**config.mk**
```make
export PLATFORM = sky130hd
export DESIGN_NAME = outport_link_sequencer
export DESIGN_NICKNAME = d
export VERILOG_FILES = /design/src/rtl/outport_link_sequencer.sv
export SDC_FILE = /design/constraint.sdc
export NUM_CORES = 1
export LEC_CHECK = 0
export CAP_MARGIN = 20
export CORE_ASPECT_RATIO = 0.7
export CORE_MARGIN = 1.5
export CORE_UTILIZATION = 51
export DETAILED_ROUTE_END_ITERATION = 10
export PLACE_DENSITY = 0.83
export SETUP_SLACK_MARGIN = 0.5
export SLEW_MARGIN = 20
export SYNTH_ARGS = -nofsm -noshare
export SYNTH_HDL_FRONTEND = slang
export SYNTH_SLANG_ARGS = --single-unit
```
**constraint.sdc**
```tcl
create_clock -name clk -period 2.9 [get_ports clk]
set_clock_uncertainty 0.15 [all_clocks]
set_input_delay 0.29 -clock clk [delete_from_list [all_inputs] [get_ports clk]]
set_output_delay 0.29 -clock clk [all_outputs]
set_load 0.1 [all_outputs]
```
**src/rtl/outport_link_sequencer.sv**
```systemverilog
// Output-port sequencer for one router port: round-robin grant over four input ports,
// holds the crossbar select for one packet, and strobes flits while downstream credits remain.
`ifndef X_POS
`define X_POS 2'd0
`endif

module outport_link_sequencer #(
   parameter logic [1:0] PORT_DIR         = `X_POS,
   parameter int         CREDITS          = 5,
   parameter int         FLITS_PER_PACKET = 5,
   parameter int         CNT_W            = 3
) (
   input  logic             clk,
   input  logic             reset,
   input  logic [3:0]       port_request_din,
   input  logic             credit_in_din,
   output logic [3:0]       xbar_conf_vector_dout,
   output logic [3:0]       transfer_strobe_vector_dout,
   output logic             port_status_dout,
   output logic [CNT_W-1:0] credit_count_dout,
   output logic             credit_error_dout
);

   // PORT_DIR only labels the instance; the zero term keeps it referenced without effect.
   localparam int               LAST_FLIT_I = FLITS_PER_PACKET - 1 + 0 * int'(PORT_DIR);
   localparam logic [CNT_W-1:0] LAST_FLIT   = CNT_W'(LAST_FLIT_I);
   localparam logic [CNT_W-1:0] MAX_CREDIT  = CNT_W'(CREDITS);
   localparam logic [CNT_W-1:0] ONE         = CNT_W'(1);

   typedef enum logic {
      IDLE     = 1'b0,
      TRANSFER = 1'b1
   } state_t;

   state_t           state, state_nxt;
   logic [3:0]       xbar, xbar_nxt;
   logic [1:0]       rr_ptr, rr_ptr_nxt;
   logic [CNT_W-1:0] flit_cnt, flit_cnt_nxt;
   logic [CNT_W-1:0] credit_cnt, credit_cnt_nxt;
   logic             credit_err, credit_err_nxt;
   logic             strobe_en;
   logic             grant_valid;
   logic [1:0]       grant_idx;

   // Walk from the highest offset down so the candidate closest to rr_ptr wins.
   always_comb begin
      logic [1:0] cand;
      grant_valid = 1'b0;
      grant_idx   = rr_ptr;
      cand        = rr_ptr;
      for (int k = 3; k >= 0; k--) begin
         cand = rr_ptr + 2'(k);
         if (port_request_din[cand]) begin
            grant_valid = 1'b1;
            grant_idx   = cand;
         end
      end
   end

   assign strobe_en = (state == TRANSFER) && (credit_cnt != '0);

   always_comb begin
      state_nxt    = state;
      xbar_nxt     = xbar;
      rr_ptr_nxt   = rr_ptr;
      flit_cnt_nxt = flit_cnt;
      unique case (state)
         IDLE: begin
            if (grant_valid) begin
               xbar_nxt   = 4'b0001 << grant_idx;
               rr_ptr_nxt = grant_idx + 2'd1;
               state_nxt  = TRANSFER;
            end
         end
         TRANSFER: begin
            // Requests are ignored here; only credits pace the packet.
            if (strobe_en) begin
               if (flit_cnt == LAST_FLIT) begin
                  flit_cnt_nxt = '0;
                  xbar_nxt     = 4'b0000;
                  state_nxt    = IDLE;
               end else begin
                  flit_cnt_nxt = flit_cnt + ONE;
               end
            end
         end
         default: state_nxt = IDLE;
      endcase
   end

   always_comb begin
      credit_cnt_nxt = credit_cnt;
      credit_err_nxt = credit_err;
      unique case ({credit_in_din, strobe_en})
         2'b10: begin
            if (credit_cnt == MAX_CREDIT) credit_err_nxt = 1'b1;
            else                          credit_cnt_nxt = credit_cnt + ONE;
         end
         2'b01:   credit_cnt_nxt = credit_cnt - ONE;
         default: credit_cnt_nxt = credit_cnt;
      endcase
   end

   always_ff @(posedge clk or posedge reset) begin
      if (reset) begin
         state      <= IDLE;
         xbar       <= 4'b0000;
         rr_ptr     <= 2'd0;
         flit_cnt   <= '0;
         credit_cnt <= MAX_CREDIT;
         credit_err <= 1'b0;
      end else begin
         state      <= state_nxt;
         xbar       <= xbar_nxt;
         rr_ptr     <= rr_ptr_nxt;
         flit_cnt   <= flit_cnt_nxt;
         credit_cnt <= credit_cnt_nxt;
         credit_err <= credit_err_nxt;
      end
   end

   assign xbar_conf_vector_dout       = xbar;
   assign transfer_strobe_vector_dout = xbar & {4{strobe_en}};
   assign port_status_dout            = (state == IDLE) && (credit_cnt != '0);
   assign credit_count_dout           = credit_cnt;
   assign credit_error_dout           = credit_err;

endmodule

```
**After elaboration in Yosys (flattened, before gate mapping)**

Cells that the tools add are included.

- Register bits after elaboration: 14
- Input bits: 7
- Output and inout port bits: 13

- $add $sub $neg: 7
- Order comparisons: 4
- Equal/unequal tests: 8
- Shifts and indexed selects: 1
- Multiplexer cells: 27
- Bitwise gates (word level): 2
- Reduce and logical (&&, ||, !) cells: 9

Operators by type and width:

| operator | number |
|---|---|
| < comparator 2 x 3 -> 1 bit (second input constant) | 4 |
| two-way mux 4 bit | 3 |
| two-way mux 1 bit | 11 |
| binary-select mux 1 bit (select 2 bit) | 4 |
| two-way mux 2 bit | 4 |
| one-hot mux 4 bit (2 select lines) | 1 |
| AND reduction 2 bit | 4 |
| adder 3 x 1 -> 3 bit (second input constant) | 2 |
| == test 3 bit (second input constant) | 2 |
| two-way mux 3 bit | 2 |
| one-hot mux 3 bit (2 select lines) | 1 |
| adder 2 x 1 -> 2 bit (second input constant) | 2 |
| adder 2 bit (second input constant) | 2 |
| bitwise AND 4 bit | 1 |
| inequality test 2 x 1 -> 1 bit (second input constant) | 2 |
| inequality test 2 bit (second input constant) | 2 |
| left shift 1 x 2 -> 4 bit (first input constant) | 1 |
| AND reduction 3 bit | 1 |
| nonzero test 3 bit | 1 |
| subtractor 3 x 1 -> 3 bit (second input constant) | 1 |
| == test 2 x 1 -> 1 bit (second input constant) | 1 |
| == test 2 bit (second input constant) | 1 |
| logical AND 1 bit | 2 |
| one-hot mux 1 bit (2 select lines) | 1 |
| other kinds (2) | 2 |

**Logic depth before layout (Yosys ltp)**

Gate-level depths: netlist (run 1).

- Depth in word-level cells: 10
- Depth in mapped cells: 9

**Worst setup path after synthesis (run 1)**

OpenSTA, ideal clock, no wires.

- Path type: register to output
- Start: register credit_cnt[0], in the netlist credit_count_dout[0]
- End: output port port_status_dout
- Arrival time: 2.517 ns
- Path slack: -0.057 ns
- Cell stages (with the launch flop): 4
- Buffers on the path: 1
- Path through: dfstp_2 > buf_2 > nor3_1 > nor2_1

- Word-level cells in the longest chain between the ends: 2

Ends and longest elaborated chain:

| what | RTL line | text |
|---|---|---|
| start, declared | 39 | `logic [CNT_W-1:0] credit_cnt, credit_cnt_nxt;` |
| start signal, assigned | 117 | `credit_cnt <= credit_cnt_nxt;` |
| nonzero test 3 bit | 124 | `assign port_status_dout = (state == IDLE) && (credit_cnt != '0);` |
| logical AND 1 bit | 124 |  |
| end, declared | 19 | `output logic port_status_dout,` |

No other way between the ends.

**Worst setup path in the final report (run 1)**

- Start: register credit_cnt[2], in the netlist credit_count_dout[2]
- End: register credit_cnt[2], in the netlist credit_count_dout[2]

- Word-level cells in the longest chain between the ends: 5

Ends and longest elaborated chain:

| what |
|---|
| branches (longest 5 deep; another with adder 3 x 1 -> 3 bit) |

Several ways; the timed one is not identified. The select of a mux whose other input is x is not followed.
A chain may end at the register's enable or synchronous reset.

==> out/results.ini, run 1 <==
[finish]
final_cell_mix = buf_4, dfrtp_1, inv_1
fin_nets = 144
drive_above_1_share = 0.2707
syn_to_final_growth_pct = 20.00
multi_input_area_um2 = 648.1
layout_commonest_cell = buf_4
regArea_um2 = 361.6
n_fill_cell = 146
antenna_cells = 0

[placement]
io_buffers = 19
dp_hpwl_um = 1699
gp_congestion = 0.8194

[timing]
slew_headroom = 0.6322
tightest_slew_ns = 0.5511
setup_tns_ns = 0
fin_crit_sh = 0.7797
fmax_mhz = 442.2
rsz0062_at_grt = no
setup-violations-final = 0
fin_crit_ns = 2.261
hold_viol = 0
slew_viol_final = 0

[setup_path]
critPathMaxFanout = 15
crit_type = register to register
worstPathRequired_ns = 2.97
end_kind = register
crit_buf_inv = 0
cp.arrival_ns = 2.33
cp_top_family = flip-flops
slowest_stage = dfstp_4
path_cells = nor3_4 > nor2_4 > nand2_1 > fa_2 > nor4b_2 > a31oi_1 > o221ai_1 > o21bai_1
cp_slowest_stage_delay_ns = 0.71
critPathLaunchType = register

[floorplanning]
die_y_um = 41.21
initial_core_util = 0.5588
die_area_mm2 = 0.002373
io_pins = 20
core_area_mm2 = 0.001903
die_w_um = 57.58
std_cell_rows = 13

[yosys]
synth_area_mm2 = 0.001064
synth_ff_type = dfrtp_1
syn_inst = 119
ys_seq_elements = 14
yosysUniqueCellTypes = 48
yosysWarnings = 0
synthArstFlopShare = 1.000
synth_fp_nets = 129
avgSynthCellArea_um2 = 8.937
ys_seq_area_frac = 0.3318
synth_edf_count = 0

[global_route]
grt_pass1_vias = 770
grt_max_degree = 19
antenna_found_initial = 0
track_usage = 0.2139
grt_overflow_total = 0
grt_pass1_wl_um = 3629

[clock_tree]
cts_root_buf = clkbuf_4
cts_max_level = 1
cts_buffer_depth = 2
clkTransAtPathRegs_ns = 0.09
clock-sinks = 14
cts_tree = done
clk_latency_ns = 0.29
cts_setup_buffers = 0
cts_inserted_buffers = 3

[route]
routed_via_density = 6.077
firstDrtPassIters = 4
drt_iter0_drc = 53
vias = 942
drc_errors = 0
ant_nets = 0
drt-wirelength-per-cell_um = 15.35
routed_wl_um = 2380

[run_status]
status = finished, final reports clean

[run]
cap_violations = 0

[worst_hold_path]
hp-class = input port to asynchronous set/reset pin

==> final timing paths <==
path,depth (start not counted),endpoint,from,slack (ns)
worst max register to register,8,credit_count_dout[2],credit_count_dout[2],0.64
worst max-delay path,8,credit_count_dout[2],credit_count_dout[2],0.64
worst min register to register,1,credit_error_dout,credit_error_dout,0.33
worst min-delay path,2,flit_cnt[2],reset,0.19
max in group asynchronous,2,credit_count_dout[1],reset,2.01
min in group clk,1,credit_error_dout,credit_error_dout,0.33
==> flip-flops by register name, summed over array words and instances (netlist names) <==
name and count:
xbar_conf_vector_dout 4, state 1, credit_count_dout 3, flit_cnt 3, rr_ptr 2, credit_error_dout 1
==> layer usage <==
metal	track usage	share of wire	vias to the layer above
met1	0.3034	0.48	444
li1	-	-	468
met3	0.06625	0.064	4
met2	0.3182	0.45	26
met5	0	0	-
met4	0.05233	0.0071	0
==> what timing repair did <==
item | in CTS | in global routing
setup endpoints to repair | 0 | 1
gates resized for setup | 0 | 1
hold buffers | 0 | 0
==> kinds of logic (layout without fill, tap and decap cells) <==
family                   count (synthesis)  in the layout  share of synthesized area
AO/OA/AOI/OAI                           44             44                     0.3177
AND/OR/NAND/NOR                         34             34                     0.1847
XOR/XNOR                                 2              2                    0.01647
adder cells (fa/ha/maj)                  3              3                    0.04235
buffers and inverters                   20             34                    0.08705
flip-flops                              14             14                     0.3318
multiplexers                             2              2                    0.02000
==> worst reg2reg max path, stage by stage (launching register included) <==
cell and delay [ns]:
dfstp_4 0.71, nor3_4 0.08, nor2_4 0.17, nand2_1 0.10, fa_2 0.39, nor4b_2 0.22, a31oi_1 0.07, o221ai_1 0.17
o21bai_1 0.13
==> layout make-up <==
class / instances / share of cell area
multi-input combinational: 85 / 0.5078
sequential: 14 / 0.2833
timing repair buffer: 20 / 0.1294
inverter: 10 / 0.02941
clock buffer: 4 / 0.02843
tap: 22 / 0.02157
==> Yosys cell counts, types with 2 or more instances <==
master	count	area [um^2]
dfrtp_1	12	300.3
nand2_1	5	18.77
a211oi_1	3	22.52
a31oi_1	5	31.28
ha_1	2	25.02
o221ai_1	2	17.52
o21ai_0	7	35.03
xor2_1	2	17.52
nor2_1	9	33.78
dfstp_2	2	52.55
o31ai_1	2	15.01
inv_1	9	33.78
nor2b_1	2	12.51
a22o_1	3	26.28
nor3_1	6	30.03
and3_1	4	25.02
a21oi_1	7	35.03
buf_2	5	25.02
clkbuf_1	3	11.26
==> through the flow <==
step | instance area [um^2] | cells | hold WS (ns) | setup slack (ns) | util
3_5_place_dp | 1235 | 151 | 0.3128 | 0.5281 | 0.6489
6_report | 1276 | 155 | 0.1902 | 0.6387 | 0.6706
3_3_place_gp | 1235 | 151 | 0.3202 | 0.6017 | 0.6489
5_1_grt | 1276 | 155 | 0.2622 | 0.5460 | 0.6706
4_1_cts | 1271 | 155 | 0.1937 | 0.5624 | 0.6680
2_1_floorplan | 1104 | 119 | 0.02771 | 0.4609 | -
Power of run 1 is not shown: default switching activity piles up to over one toggle a cycle in this logic, so the estimate is an artifact.
==> run 2, diff against run 1 <==
==> constraint.sdc (replaced) <==
create_clock -name clk -period 2.2 [get_ports clk]
set_clock_uncertainty 0.15 [all_clocks]
set_input_delay 0.22 -clock clk [delete_from_list [all_inputs] [get_ports clk]]
set_output_delay 0.22 -clock clk [all_outputs]
set_load 0.1 [all_outputs]
==> out/results.ini, run 2 (synthesized netlist as in run 1, its figures left out) <==
[run_status]
status = finished, final reports clean

[route]
routed_wl_um = 3097
vias = 1107
drt_iter0_drc = 61
routed_via_density = 6.399
drc_errors = 0
ant_nets = 0
route.met3.wl_um = 185
firstDrtPassIters = 4
wl_met1_um = 1395
drt-wirelength-per-cell_um = 17.90
wl_met2_um = 1474
highest_layer = met4

[clock_tree]
cts_inserted_buffers = 3
cts_root_buf = clkbuf_4
cts_buffer_depth = 2
clkTransAtPathRegs_ns = 0.10
cts_tree = done
holdBufCountCts = 0
clock-sinks = 14
cts_max_level = 1
clk_latency_ns = 0.29

[timing]
slew_headroom = 0.6419
whs_ns = 0.1383
setup-violations-final = 0
fin_crit_sh = 0.9970
tightest_slew_ns = 0.5366
fmax_mhz = 455.9
fin_crit_ns = 2.193
hold_viol = 0
slew_viol_final = 0
worst_slack_ns = 0.006702
rsz0062_at_grt = yes

[setup_path]
critPathLaunchType = register
end_kind = register
worstPathRequired_ns = 2.27
critPathMaxFanout = 4
crit_type = register to register
cp.arrival_ns = 2.27

[finish]
final_cell_mix = buf_4, inv_1, nor2_1, o21ai_0, buf_12
largest_reg_flops = 4
layout_commonest_cell = buf_4
n_fill_cell = 109
regArea_um2 = 370.4
drive_above_1_share = 0.4371
syn_to_final_growth_pct = 47.29
multi_input_area_um2 = 686.9
antenna_cells = 0
fin_nets = 162
fin_area_mm2 = 0.001567

[worst_hold_path]
hp-class = input port to asynchronous set/reset pin

[placement]
io_buffers = 19
gp_congestion = 0.9092
place_ws_ns = 0.07789
dp_hpwl_um = 1872
placed_area_mm2 = 0.001403

[floorplanning]
std_cell_rows = 13
core_area_mm2 = 0.001903
die_w_um = 57.58
initial_core_util = 0.5588
die_area_mm2 = 0.002373
io_pins = 20
die_y_um = 41.21

[global_route]
grt_pass1_vias = 935
antenna_found_initial = 0
grt_pass1_wl_um = 4402
track_usage = 0.2582
grt_max_degree = 19
grt_overflow_total = 0

[run]
cap_violations = 0

==> run 2: worst paths after layout <==
path | slack (ns) | start | end | cells after the start
setup / recovery | 0.007 | credit_count_dout[0] | credit_count_dout[2] | 8
hold / removal | 0.14 | reset | xbar_conf_vector_dout[2] | 2
setup reg to reg | 0.007 | credit_count_dout[0] | credit_count_dout[2] | 8
hold reg to reg | 0.36 | credit_error_dout | credit_error_dout | 1
max in group asynchronous | 1.36 | reset | xbar_conf_vector_dout[1] | 2
min in group clk | 0.36 | credit_error_dout | credit_error_dout | 1
==> run 2: stage by stage <==
stage          utilization  std cells  setup TNS [ns]
2_1_floorplan            -        119         -0.3256
6_report            0.8231        173               0
3_3_place_gp        0.7370        158               0
4_1_cts             0.7909        167               0
3_5_place_dp        0.7370        158               0
5_1_grt             0.8231        173        -0.09686
==> run 2: cell type report <==
type                            count  share of cell area
Sequential cell                    14              0.2364
Timing Repair Buffer               38              0.2604
Clock buffer                        4             0.02316
Inverter                           10             0.02396
Tap cell                           22             0.01757
Multi-Input combinational cell     85              0.4385
==> run 2: worst max-delay path, cell delays in order, from the launching register on <==
cell      delay, ns
dfstp_4        0.67
nor3_4         0.05
nor2_2         0.14
nand2_1        0.09
fa_2           0.39
nor4b_2        0.23
a31oi_1        0.07
o221ai_1       0.19
o21bai_1       0.14
==> run 2: what timing repair did <==
item                       CTS  global route
hold endpoints to repair     0             0
setup buffers                5             6
resized for setup            8             5
pin swaps                    3             6
setup endpoints to repair   13            12
==> run 2: per-layer routing <==
layer	GRT usage	vias to the layer above
li1	-	503
met1	0.3614	543
met2	0.4176	50
met3	0.04732	11
met4	0.06977	0
met5	0	-
Power of run 2 is left out for the same reason.
